===== config.mk =====
export PLATFORM = sky130hd
export DESIGN_NAME = mem_access_stage_flat
export DESIGN_NICKNAME = d
export VERILOG_FILES = /design/src/rtl/mem_access_stage_pkg.sv /design/src/rtl/mem_access_stage_if.sv /design/src/rtl/mem_access_stage_byte_lane.sv /design/src/rtl/mem_access_stage.sv /design/src/flat_wrapper.sv
export SDC_FILE = /design/constraint.sdc
export NUM_CORES = 1
export LEC_CHECK = 0
export ABC_AREA = 1
export CORE_MARGIN = 1
export CORE_UTILIZATION = 35
export DETAILED_ROUTE_END_ITERATION = 6
export HOLD_SLACK_MARGIN = 0.12
export PLACE_DENSITY_LB_ADDON = 0.08
export SLEW_MARGIN = 30
export SYNTH_ARGS = -nofsm -noshare
export SYNTH_HDL_FRONTEND = slang
export SYNTH_SLANG_ARGS = --single-unit

===== constraint.sdc =====
create_clock -name clk -period 4.4 [get_ports clk]
set_input_delay 0.66 -clock clk [delete_from_list [all_inputs] [get_ports clk]]
set_output_delay 0.66 -clock clk [all_outputs]
set_load 0.02 [all_outputs]

===== src/rtl/mem_access_stage_pkg.sv =====
`default_nettype none
// ============================================================================
// Module      : mem_access_stage_pkg
// Description : Shared FSM encoding and lane-geometry helpers for the MEM stage
// Revision    : 1.0 - initial release
// ============================================================================
package mem_access_stage_pkg;

    localparam int c_XLEN_DEFAULT = 32;

    typedef enum logic [1:0] {
        ST_IDLE = 2'd0,
        ST_REQ  = 2'd1,
        ST_RESP = 2'd2,
        ST_DONE = 2'd3
    } state_t;

    function automatic int lanes_of(input int xlen);
        return xlen / 8;
    endfunction

    function automatic int lsb_of(input int xlen);
        return $clog2(xlen / 8);
    endfunction

endpackage
`default_nettype wire


===== src/rtl/mem_access_stage_if.sv =====
`default_nettype none
// ============================================================================
// Module      : mem_access_stage_if
// Description : Valid/ready data-memory port between the MEM stage and memory
// Revision    : 1.0 - initial release
// ============================================================================
interface mem_access_stage_if #(
    parameter int XLEN = 32
) ();
    localparam int LANES = XLEN / 8;

    logic             dmem_req_valid;
    logic             dmem_req_ready;
    logic             dmem_req_we;
    logic [XLEN-1:0]  dmem_req_addr;
    logic [XLEN-1:0]  dmem_req_wdata;
    logic [LANES-1:0] dmem_req_wstrb;
    logic             dmem_resp_valid;
    logic [XLEN-1:0]  dmem_resp_rdata;

    modport master (
        output dmem_req_valid, dmem_req_we, dmem_req_addr, dmem_req_wdata, dmem_req_wstrb,
        input  dmem_req_ready, dmem_resp_valid, dmem_resp_rdata
    );

    modport slave (
        input  dmem_req_valid, dmem_req_we, dmem_req_addr, dmem_req_wdata, dmem_req_wstrb,
        output dmem_req_ready, dmem_resp_valid, dmem_resp_rdata
    );
endinterface
`default_nettype wire


===== src/rtl/mem_access_stage_byte_lane.sv =====
`default_nettype none
// ============================================================================
// Module      : mem_byte_lane
// Description : Store-data replication / strobe generation and load lane extract
// Revision    : 1.0 - initial release
// ============================================================================
module mem_byte_lane
    import mem_access_stage_pkg::*;
#(
    parameter  int XLEN  = c_XLEN_DEFAULT,
    localparam int LANES = lanes_of(XLEN),
    localparam int LSB   = lsb_of(XLEN)
) (
    input  logic [LSB-1:0]   lane,
    input  logic             byt,
    input  logic [XLEN-1:0]  st_data,
    input  logic [XLEN-1:0]  ld_word,
    output logic [XLEN-1:0]  wdata,
    output logic [LANES-1:0] wstrb,
    output logic [XLEN-1:0]  ld_data
);
    localparam logic [LANES-1:0] c_LANE0 = LANES'(1);

    logic [7:0] w_ld_byte;

    assign w_ld_byte = ld_word[{lane, 3'b000} +: 8];
    assign wdata     = byt ? {LANES{st_data[7:0]}} : st_data;
    assign wstrb     = byt ? (c_LANE0 << lane) : {LANES{1'b1}};
    assign ld_data   = byt ? {{(XLEN-8){1'b0}}, w_ld_byte} : ld_word;

endmodule
`default_nettype wire


===== src/rtl/mem_access_stage.sv =====
`default_nettype none
// ============================================================================
// Module      : mem_access_stage
// Description : MEM pipeline stage - dmem load/store sequencing, stall, MEM/WB reg
// Revision    : 1.0 - initial release
// ============================================================================
module mem_access_stage
    import mem_access_stage_pkg::*;
#(
    parameter int XLEN = c_XLEN_DEFAULT
) (
    input  logic            clk,
    input  logic            rst,
    input  logic [XLEN-1:0] MEM_alu_out,
    input  logic [XLEN-1:0] MEM_b2,
    input  logic [4:0]      MEM_rd,
    input  logic            MEM_we,
    input  logic            MEM_ld,
    input  logic            MEM_str,
    input  logic            MEM_byt,
    input  logic [XLEN-1:0] MEM_link_addr,
    input  logic            MEM_link_we,
    output logic            MEM_stall,
    mem_access_stage_if.master dmem,
    output logic [XLEN-1:0] WB_data,
    output logic [4:0]      WB_rd,
    output logic            WB_we
);
    localparam int LANES = lanes_of(XLEN);
    localparam int LSB   = lsb_of(XLEN);

    state_t           r_state;
    logic [XLEN-1:0]  r_hold;
    logic             w_is_mem;
    logic             w_store;
    logic [XLEN-1:0]  w_wdata;
    logic [LANES-1:0] w_wstrb;
    logic [XLEN-1:0]  w_ld_data;
    logic [XLEN-1:0]  w_wb_data;

    assign w_is_mem = MEM_ld | MEM_str;
    assign w_store  = MEM_str & ~MEM_ld;

    // Stall depends only on state and the op, never on memory inputs.
    assign MEM_stall = ((r_state == ST_IDLE) && w_is_mem) ||
                       (r_state == ST_REQ) || (r_state == ST_RESP);

    mem_byte_lane #(.XLEN(XLEN)) u_lane (
        .lane    (MEM_alu_out[LSB-1:0]),
        .byt     (MEM_byt),
        .st_data (MEM_b2),
        .ld_word (r_hold),
        .wdata   (w_wdata),
        .wstrb   (w_wstrb),
        .ld_data (w_ld_data)
    );

    assign dmem.dmem_req_valid = (r_state == ST_REQ);
    assign dmem.dmem_req_we    = w_store;
    assign dmem.dmem_req_addr  = {MEM_alu_out[XLEN-1:LSB], {LSB{1'b0}}};
    assign dmem.dmem_req_wdata = w_wdata;
    assign dmem.dmem_req_wstrb = w_store ? w_wstrb : {LANES{1'b0}};

    always_ff @(posedge clk) begin
        if (rst) begin
            r_state <= ST_IDLE;
            r_hold  <= '0;
        end else begin
            case (r_state)
                ST_IDLE: if (w_is_mem) r_state <= ST_REQ;
                ST_REQ: begin
                    if (dmem.dmem_req_ready) r_state <= MEM_ld ? ST_RESP : ST_DONE;
                end
                ST_RESP: begin
                    if (dmem.dmem_resp_valid) begin
                        r_hold  <= dmem.dmem_resp_rdata;
                        r_state <= ST_DONE;
                    end
                end
                default: r_state <= ST_IDLE;
            endcase
        end
    end

    assign w_wb_data = MEM_link_we ? MEM_link_addr :
                       MEM_ld      ? w_ld_data     : MEM_alu_out;

    // While stalled a bubble is written so the held op is not retired twice.
    always_ff @(posedge clk) begin
        if (rst) begin
            WB_data <= '0;
            WB_rd   <= '0;
            WB_we   <= 1'b0;
        end else if (!MEM_stall) begin
            WB_data <= w_wb_data;
            WB_rd   <= MEM_rd;
            WB_we   <= MEM_we | MEM_link_we;
        end else begin
            WB_we   <= 1'b0;
        end
    end

endmodule
`default_nettype wire


===== src/flat_wrapper.sv =====
// flat-port wrapper written by rule: the top's interface ports become plain ports
module mem_access_stage_flat import mem_access_stage_pkg::*;
#(
    parameter int XLEN = c_XLEN_DEFAULT
)
  (clk, rst, MEM_alu_out, MEM_b2, MEM_rd, MEM_we, MEM_ld, MEM_str, MEM_byt, MEM_link_addr, MEM_link_we, MEM_stall, WB_data, WB_rd, WB_we, dmem_dmem_req_valid, dmem_dmem_req_we, dmem_dmem_req_addr, dmem_dmem_req_wdata, dmem_dmem_req_wstrb, dmem_dmem_req_ready, dmem_dmem_resp_valid, dmem_dmem_resp_rdata);
  mem_access_stage_if #(.XLEN(XLEN)) dmem_i ();
  input  logic clk;
  input  logic rst;
  input  logic [XLEN-1:0] MEM_alu_out;
  input  logic [XLEN-1:0] MEM_b2;
  input  logic [4:0] MEM_rd;
  input  logic MEM_we;
  input  logic MEM_ld;
  input  logic MEM_str;
  input  logic MEM_byt;
  input  logic [XLEN-1:0] MEM_link_addr;
  input  logic MEM_link_we;
  output logic MEM_stall;
  output logic [XLEN-1:0] WB_data;
  output logic [4:0] WB_rd;
  output logic WB_we;
  output wire logic [$bits(dmem_i.dmem_req_valid)-1:0] dmem_dmem_req_valid;
  output wire logic [$bits(dmem_i.dmem_req_we)-1:0] dmem_dmem_req_we;
  output wire logic [$bits(dmem_i.dmem_req_addr)-1:0] dmem_dmem_req_addr;
  output wire logic [$bits(dmem_i.dmem_req_wdata)-1:0] dmem_dmem_req_wdata;
  output wire logic [$bits(dmem_i.dmem_req_wstrb)-1:0] dmem_dmem_req_wstrb;
  input wire logic [$bits(dmem_i.dmem_req_ready)-1:0] dmem_dmem_req_ready;
  input wire logic [$bits(dmem_i.dmem_resp_valid)-1:0] dmem_dmem_resp_valid;
  input wire logic [$bits(dmem_i.dmem_resp_rdata)-1:0] dmem_dmem_resp_rdata;
  assign dmem_dmem_req_valid = dmem_i.dmem_req_valid;
  assign dmem_dmem_req_we = dmem_i.dmem_req_we;
  assign dmem_dmem_req_addr = dmem_i.dmem_req_addr;
  assign dmem_dmem_req_wdata = dmem_i.dmem_req_wdata;
  assign dmem_dmem_req_wstrb = dmem_i.dmem_req_wstrb;
  assign dmem_i.dmem_req_ready = dmem_dmem_req_ready;
  assign dmem_i.dmem_resp_valid = dmem_dmem_resp_valid;
  assign dmem_i.dmem_resp_rdata = dmem_dmem_resp_rdata;
  mem_access_stage #(.XLEN(XLEN)) u_core (.clk(clk), .rst(rst), .MEM_alu_out(MEM_alu_out), .MEM_b2(MEM_b2), .MEM_rd(MEM_rd), .MEM_we(MEM_we), .MEM_ld(MEM_ld), .MEM_str(MEM_str), .MEM_byt(MEM_byt), .MEM_link_addr(MEM_link_addr), .MEM_link_we(MEM_link_we), .MEM_stall(MEM_stall), .dmem(dmem_i), .WB_data(WB_data), .WB_rd(WB_rd), .WB_we(WB_we));
endmodule

==> results of run 1 <==
through the flow:
stage	total power (W)	setup WS (ns)	instance area (µm²)	hold WS [ns]
5_1_grt	0.00360	0.957	6710	0.475
6_report	0.00341	1.12	6710	0.468
2_1_floorplan	0.00192	2.14	4180	0.445
3_3_place_gp	0.00253	1.16	6360	0.456
4_1_cts	0.00342	1.13	6700	0.465
3_5_place_dp	0.00257	1.13	6360	0.455
kinds of logic after synthesis:
family	Yosys count	share of synthesized area (%)
other	1	0.0898
DFF	72	34.5
adders and majority gates	4	1.20
and+or+nand+nor	250	23.7
buffers and inverters	120	16.0
AOI/OAI and AO/OA	159	24.6
final timing paths:
| check | end | slack, ns | cells past startpoint |
|---|---|---|---|
| setup / recovery | MEM_stall | 1.12 | 4 |
| hold reg to reg | u_core.WB_data[7] | 0.47 | 2 |
| setup reg to reg | u_core.WB_data[17] | 1.89 | 7 |
| hold / removal | u_core.WB_data[7] | 0.47 | 2 |
placed cells by master, fill, tap and decap left out, types with 3 or more instances in the layout:
cell               n
nand3_1           32
bufinv_16          3
clkinv_4           3
a211oi_2          18
clkdlybuf4s50_1  247
ha_1               4
inv_1             32
a21oi_1           58
dfxtp_1           72
o21ai_0           25
nor2_1            75
nand2_1          139
a211oi_1          32
clkbuf_16          9
o21ai_1           24
buf_4              6
area by class of cell:
class	instances	area, µm²
fill	1114	4800
clock buffer	10	229
tap	143	179
inverter	38	149
clock inverter	6	116
multi-input combinational	415	2080
sequential	72	1440
timing repair buffer	253	2520
registers in the layout (all words and copies together), names as in the netlist:
name	flops
u_core.r_state	2
u_core.WB_data	32
u_core.r_hold	32
u_core.WB_rd	5
u_core.WB_we	1
layer usage:
metal  track usage, %  vias to the layer above  part of all wire, %
met5                0                        -                    0
met4             9.73                        0                  2.5
met3             6.07                       31                  7.9
met2             42.7                      191                   48
met1             27.5                     2079                   41
li1                 -                     2335                    -
report_power, final:
group | switching [W] | internal (W) | total [W]
sequential | 0.000133 | 0.000875 | 0.00101
clock | 0.000289 | 0.000558 | 0.000847
combinational | 0.000870 | 0.000680 | 0.00155
total | 0.00129 | 0.00211 | 0.00341
critical path, delay by kind of cell:
family          cells  cell delay [ns]
compound gates      1             0.23
buf+inv             2             1.33
simple gates        1             0.40
==> impl_metrics.tcl, run 1 <==
set metrics [dict create \
    crit_arrival_ns 2.62 \
    yosysTopAreaCell "dfxtp_1" \
    tightest_slew_ns 0.834 \
    synthDistinctLibCells 26 \
    cts_buffer_depth 2 \
    crit_required_ns 3.74 \
    worstHoldStart "u_core.WB_data[7]" \
    p_leak_nw 2.61 \
    drt_iter0_markers 220 \
    syn_area_per_cell_um2 6.89 \
    yosys.area.top_type_share_pct 34.5 \
    reg2reg_from "u_core.r_state[0]" \
    routedWlPerCell_um 15.7 \
    critPathLaunch "MEM_ld" \
    drc 40 \
    fin_util_pct 58.3 \
    period_needed_ns 3.28 \
    fin_crit_sh_pct 74.5 \
    die_h_um 111 \
    clock-sinks 72 \
    synth_most_common_cell "nand2_1" \
    synth_seq_area_share_pct 34.5 \
    cts_made_buffers 9 \
    max_freq_mhz 305 \
    dieWidth_um 111 \
    max_stage_delay_ns 0.69 \
    clock_latency_ns 0.33 \
    hold_viol 0 \
    clkTransAtPathRegs_ns 0.06 \
    ys_top_cells_by_count "nand2_1 (140), nor2_1 (75), dfxtp_1 (72)" \
    grt_pass1_vias 4697 \
    crit_type "primary input to output pin" \
    viasPerCell 4.95 \
    crit_chain "clkdlybuf4s50_1 > o21ai_2 > nand3_2 > clkdlybuf4s50_1" \
    final_cells 937 \
    coreArea_um2 11500 \
    ioPinCount 251 \
    irDropWorstVdd_uv 464 \
    violations "design-rule violations" \
    cts_setup_buffers 0 \
    drtAntennaViolNets 0 \
    synthTopCellsByArea "dfxtp_1 (35%), nand2_1 (13%), buf_4 (8.1%)" \
    drtPass1Iterations 6 \
    tns_ns 0 \
    hpwl_um 11000 \
    overflow 0 \
    clock_skew_ns 0.0114 \
    synth_seq_cells 72 \
    drive_gt1_share_pct 6.05 \
    critPathMaxFanout 24 \
    htreeDepth 3 \
    yosys_warnings 0 \
    nNetsFinal 935 \
    place_inst 921 \
    syn_to_final_growth_pct 60.6 \
    syn_area_um2 4180 \
    end_kind "output pin" \
    synthCells 606 \
    p_per_area_nw_per_um2 507 \
    root_buffer "clkbuf_16" \
    antenna_found_initial 0 \
    setup_viol 0 \
    startpoint_type "primary input" \
    rsz0062_at_grt "false" \
    portBuffers 248 \
    max_slew_margin_pct 44.4 \
    async_reset_ff_share_pct 0 \
    drv_cap 0 \
    grtUsageTotal_pct 24.1 \
    die_area_um2 12400 \
    grt_pass1_wl_um 23700 \
    diodes 0 \
    cts_hold_buf 0 \
    routabilityCongestion 0.806 \
    finalWirelength_um 14700 \
    hp-class "register to register" \
    cp_common_cell "clkdlybuf4s50_1" \
    grt_max_degree 58 \
    cts_resized 0 \
    synth_ff_type "dfxtp_1" \
    cts_tree "yes" \
    synth-edff-count 0 \
    drv_slew 0 \
    crit_slowest_cell "clkdlybuf4s50_1" \
    num_rows 39 \
    via_count 4636 \
    start_util_pct 36.3 \
    outcome "complete, but fails checks" \
]
Note: power is estimated with default switching activity, not from simulation.
==> run 2: changes to the inputs <==
Clock period 4.4 ns to 3.3 ns, I/O delays scaled along.
==> run 2 against run 1 <==
  * The run still ends with design-rule violations left
  * First-iteration DRC count grew 10%
  * Combinational power rose by 37%
  * Via count up 0.41%
  * Sequential share of layout area is 0.064 points higher
  * Cell count up 0.64%
  * Clock skew down 0.0043 ns
  * Power increased by 29%
  * Largest cell class unchanged
  * Largest power group unchanged
==> impl_metrics.tcl, run 2 (same netlist as run 1, synthesis figures left out) <==
set metrics [dict create \
    outcome "complete, but fails checks" \
    violations "design-rule violations" \
    drt_iter0_markers 242 \
    dieWidth_um 111 \
    syn_to_final_growth_pct 60.2 \
    die_h_um 111 \
    tightest_slew_ns 0.897 \
    drive_gt1_share_pct 6.26 \
    drc 40 \
    finalWirelength_um 14600 \
    cts_hold_buf 0 \
    internal_power_w 0.00270 \
    largestRegisters "u_core.WB_data (32), u_core.r_hold (32), u_core.WB_rd (5)" \
    setup_viol 0 \
    portBuffers 248 \
    via_count 4655 \
    final_cell_mix "clkdlybuf4s50_1 (247), nand2_1 (139), nor2_1 (75)" \
    hold_viol 0 \
    antenna_found_initial 1 \
    cts_resized 0 \
    drv_cap 0 \
    drv_slew 0 \
    cts_tree "yes" \
    max_freq_mhz 352 \
    grt_pass1_wl_um 23000 \
    crit_arrival_ns 2.35 \
    cts_setup_buffers 0 \
    num_rows 39 \
    coreArea_um2 11500 \
    grtUsageTotal_pct 23.5 \
    layout_commonest_cell "clkdlybuf4s50_1" \
    max_slew_margin_pct 39.8 \
    start_util_pct 36.3 \
    fin_crit_sh_pct 86.1 \
    die_area_um2 12400 \
    clock_skew_ns 0.00710 \
    htreeDepth 3 \
    crit_required_ns 2.80 \
    hp-class "register to register" \
    power_frac_seq_pct 30.3 \
    routabilityCongestion 0.838 \
    fin_area_um2 6690 \
    cts_buffer_depth 2 \
    swShare_pct 38.6 \
    worstHoldStart "u_core.WB_rd[2]" \
    power_frac_comb_pct 48.2 \
    nNetsFinal 940 \
    reg2reg_from "u_core.r_state[0]" \
    routedWlPerCell_um 15.5 \
    viasPerCell 4.94 \
    critPathLaunch "MEM_alu_out[1]" \
    end_kind "output pin" \
    critPathMaxFanout 9 \
    hpwl_um 11100 \
    drtAntennaViolNets 0 \
    grt_pass1_vias 4522 \
    crit_type "primary input to output pin" \
    drtPass1Iterations 7 \
    root_buffer "clkbuf_16" \
    irDropWorstVdd_uv 427 \
    cts_made_buffers 9 \
    p_sw_w 0.00170 \
    clock-sinks 72 \
    placed_area_um2 6410 \
    tns_ns 0 \
    clock_latency_ns 0.33 \
    nFillCells 1076 \
    rsz0062_at_grt "false" \
    overflow 0 \
    power_frac_clock_pct 21.4 \
    p_per_area_nw_per_um2 657 \
    p_leak_nw 2.60 \
    grt_max_degree 73 \
    startpoint_type "primary input" \
    period_needed_ns 2.84 \
    ioPinCount 251 \
    clkTransAtPathRegs_ns 0.06 \
]
run 2: cell types whose count changed in the layout (fill, tap and decap cells not counted):
cell	before	now
clkinv_1	2	3
clkinv_2	1	3
buf_12	0	1
buf_2	0	1
clkbuf_1	1	3
buf_4	6	9
clkinv_4	3	1
diode_2	0	1
bufinv_16	3	1
inv_6	1	0
nand2_2	1	2
nand2_4	1	0
run 2: worst max-delay path, stage by stage:
cell and delay (ns):
clkdlybuf4s50_1 0.69, clkinv_1 0.31, a21oi_1 0.19, nor2_1 0.06, clkdlybuf4s50_1 0.60
run 2: worst paths after layout:
check                                         endpoint  slack [ns]  cells past startpoint
worst max-delay path            dmem_dmem_req_wstrb[1]        0.46                      5
worst min-delay path                   u_core.WB_rd[2]        0.46                      2
worst max register to register      u_core.WB_data[31]        1.30                      8
worst min register to register         u_core.WB_rd[2]        0.46                      2
run 2: power by group through the flow:
stage | logic [W] | clock network, W | registers (W)
after floorplan | 0.000988 | 0 | 0.00158
after global placement | 0.00210 | 0 | 0.00134
after detailed placement | 0.00213 | 0 | 0.00135
after CTS | 0.00214 | 0.000962 | 0.00133
after global routing | 0.00229 | 0.000993 | 0.00137
final | 0.00212 | 0.000942 | 0.00133
run 2: metal layers:
layer  part of all wire, %  global-route usage, %  wire length (µm)  up-vias
li1                      -                      -                 -     2343
met1                    41                   27.4              5990     2094
met2                    49                   41.0              7140      201
met3                   8.4                   6.12              1220       17
met4                   1.5                   9.19               226        0
met5                     0                      0                 0        -
run 2: layout make-up:
type | count | area [µm²] | share of cell area [%]
Clock inverter | 4 | 45.0 | 0.673
Timing Repair Buffer | 258 | 2560 | 38.3
Inverter | 38 | 148 | 2.21
Sequential cell | 72 | 1440 | 21.5
Tap cell | 143 | 179 | 2.67
Antenna cell | 1 | 2.50 | 0.0374
Multi-Input combinational cell | 415 | 2070 | 31.0
Clock buffer | 12 | 236 | 3.53
run 2: per-stage QoR:
| step | cells | worst slack, ns | total power, W | hold WS, ns | util (%) |
|---|---|---|---|---|---|
| 2_1_floorplan | 607 | 1.37 | 0.00257 | 0.445 | - |
| 3_3_place_gp | 926 | 0.540 | 0.00344 | 0.453 | 55.6 |
| 3_5_place_dp | 926 | 0.522 | 0.00348 | 0.456 | 55.6 |
| 4_1_cts | 942 | 0.509 | 0.00444 | 0.465 | 58.1 |
| 5_1_grt | 943 | 0.330 | 0.00465 | 0.482 | 58.1 |
| 6_report | 943 | 0.460 | 0.00440 | 0.464 | 58.1 |
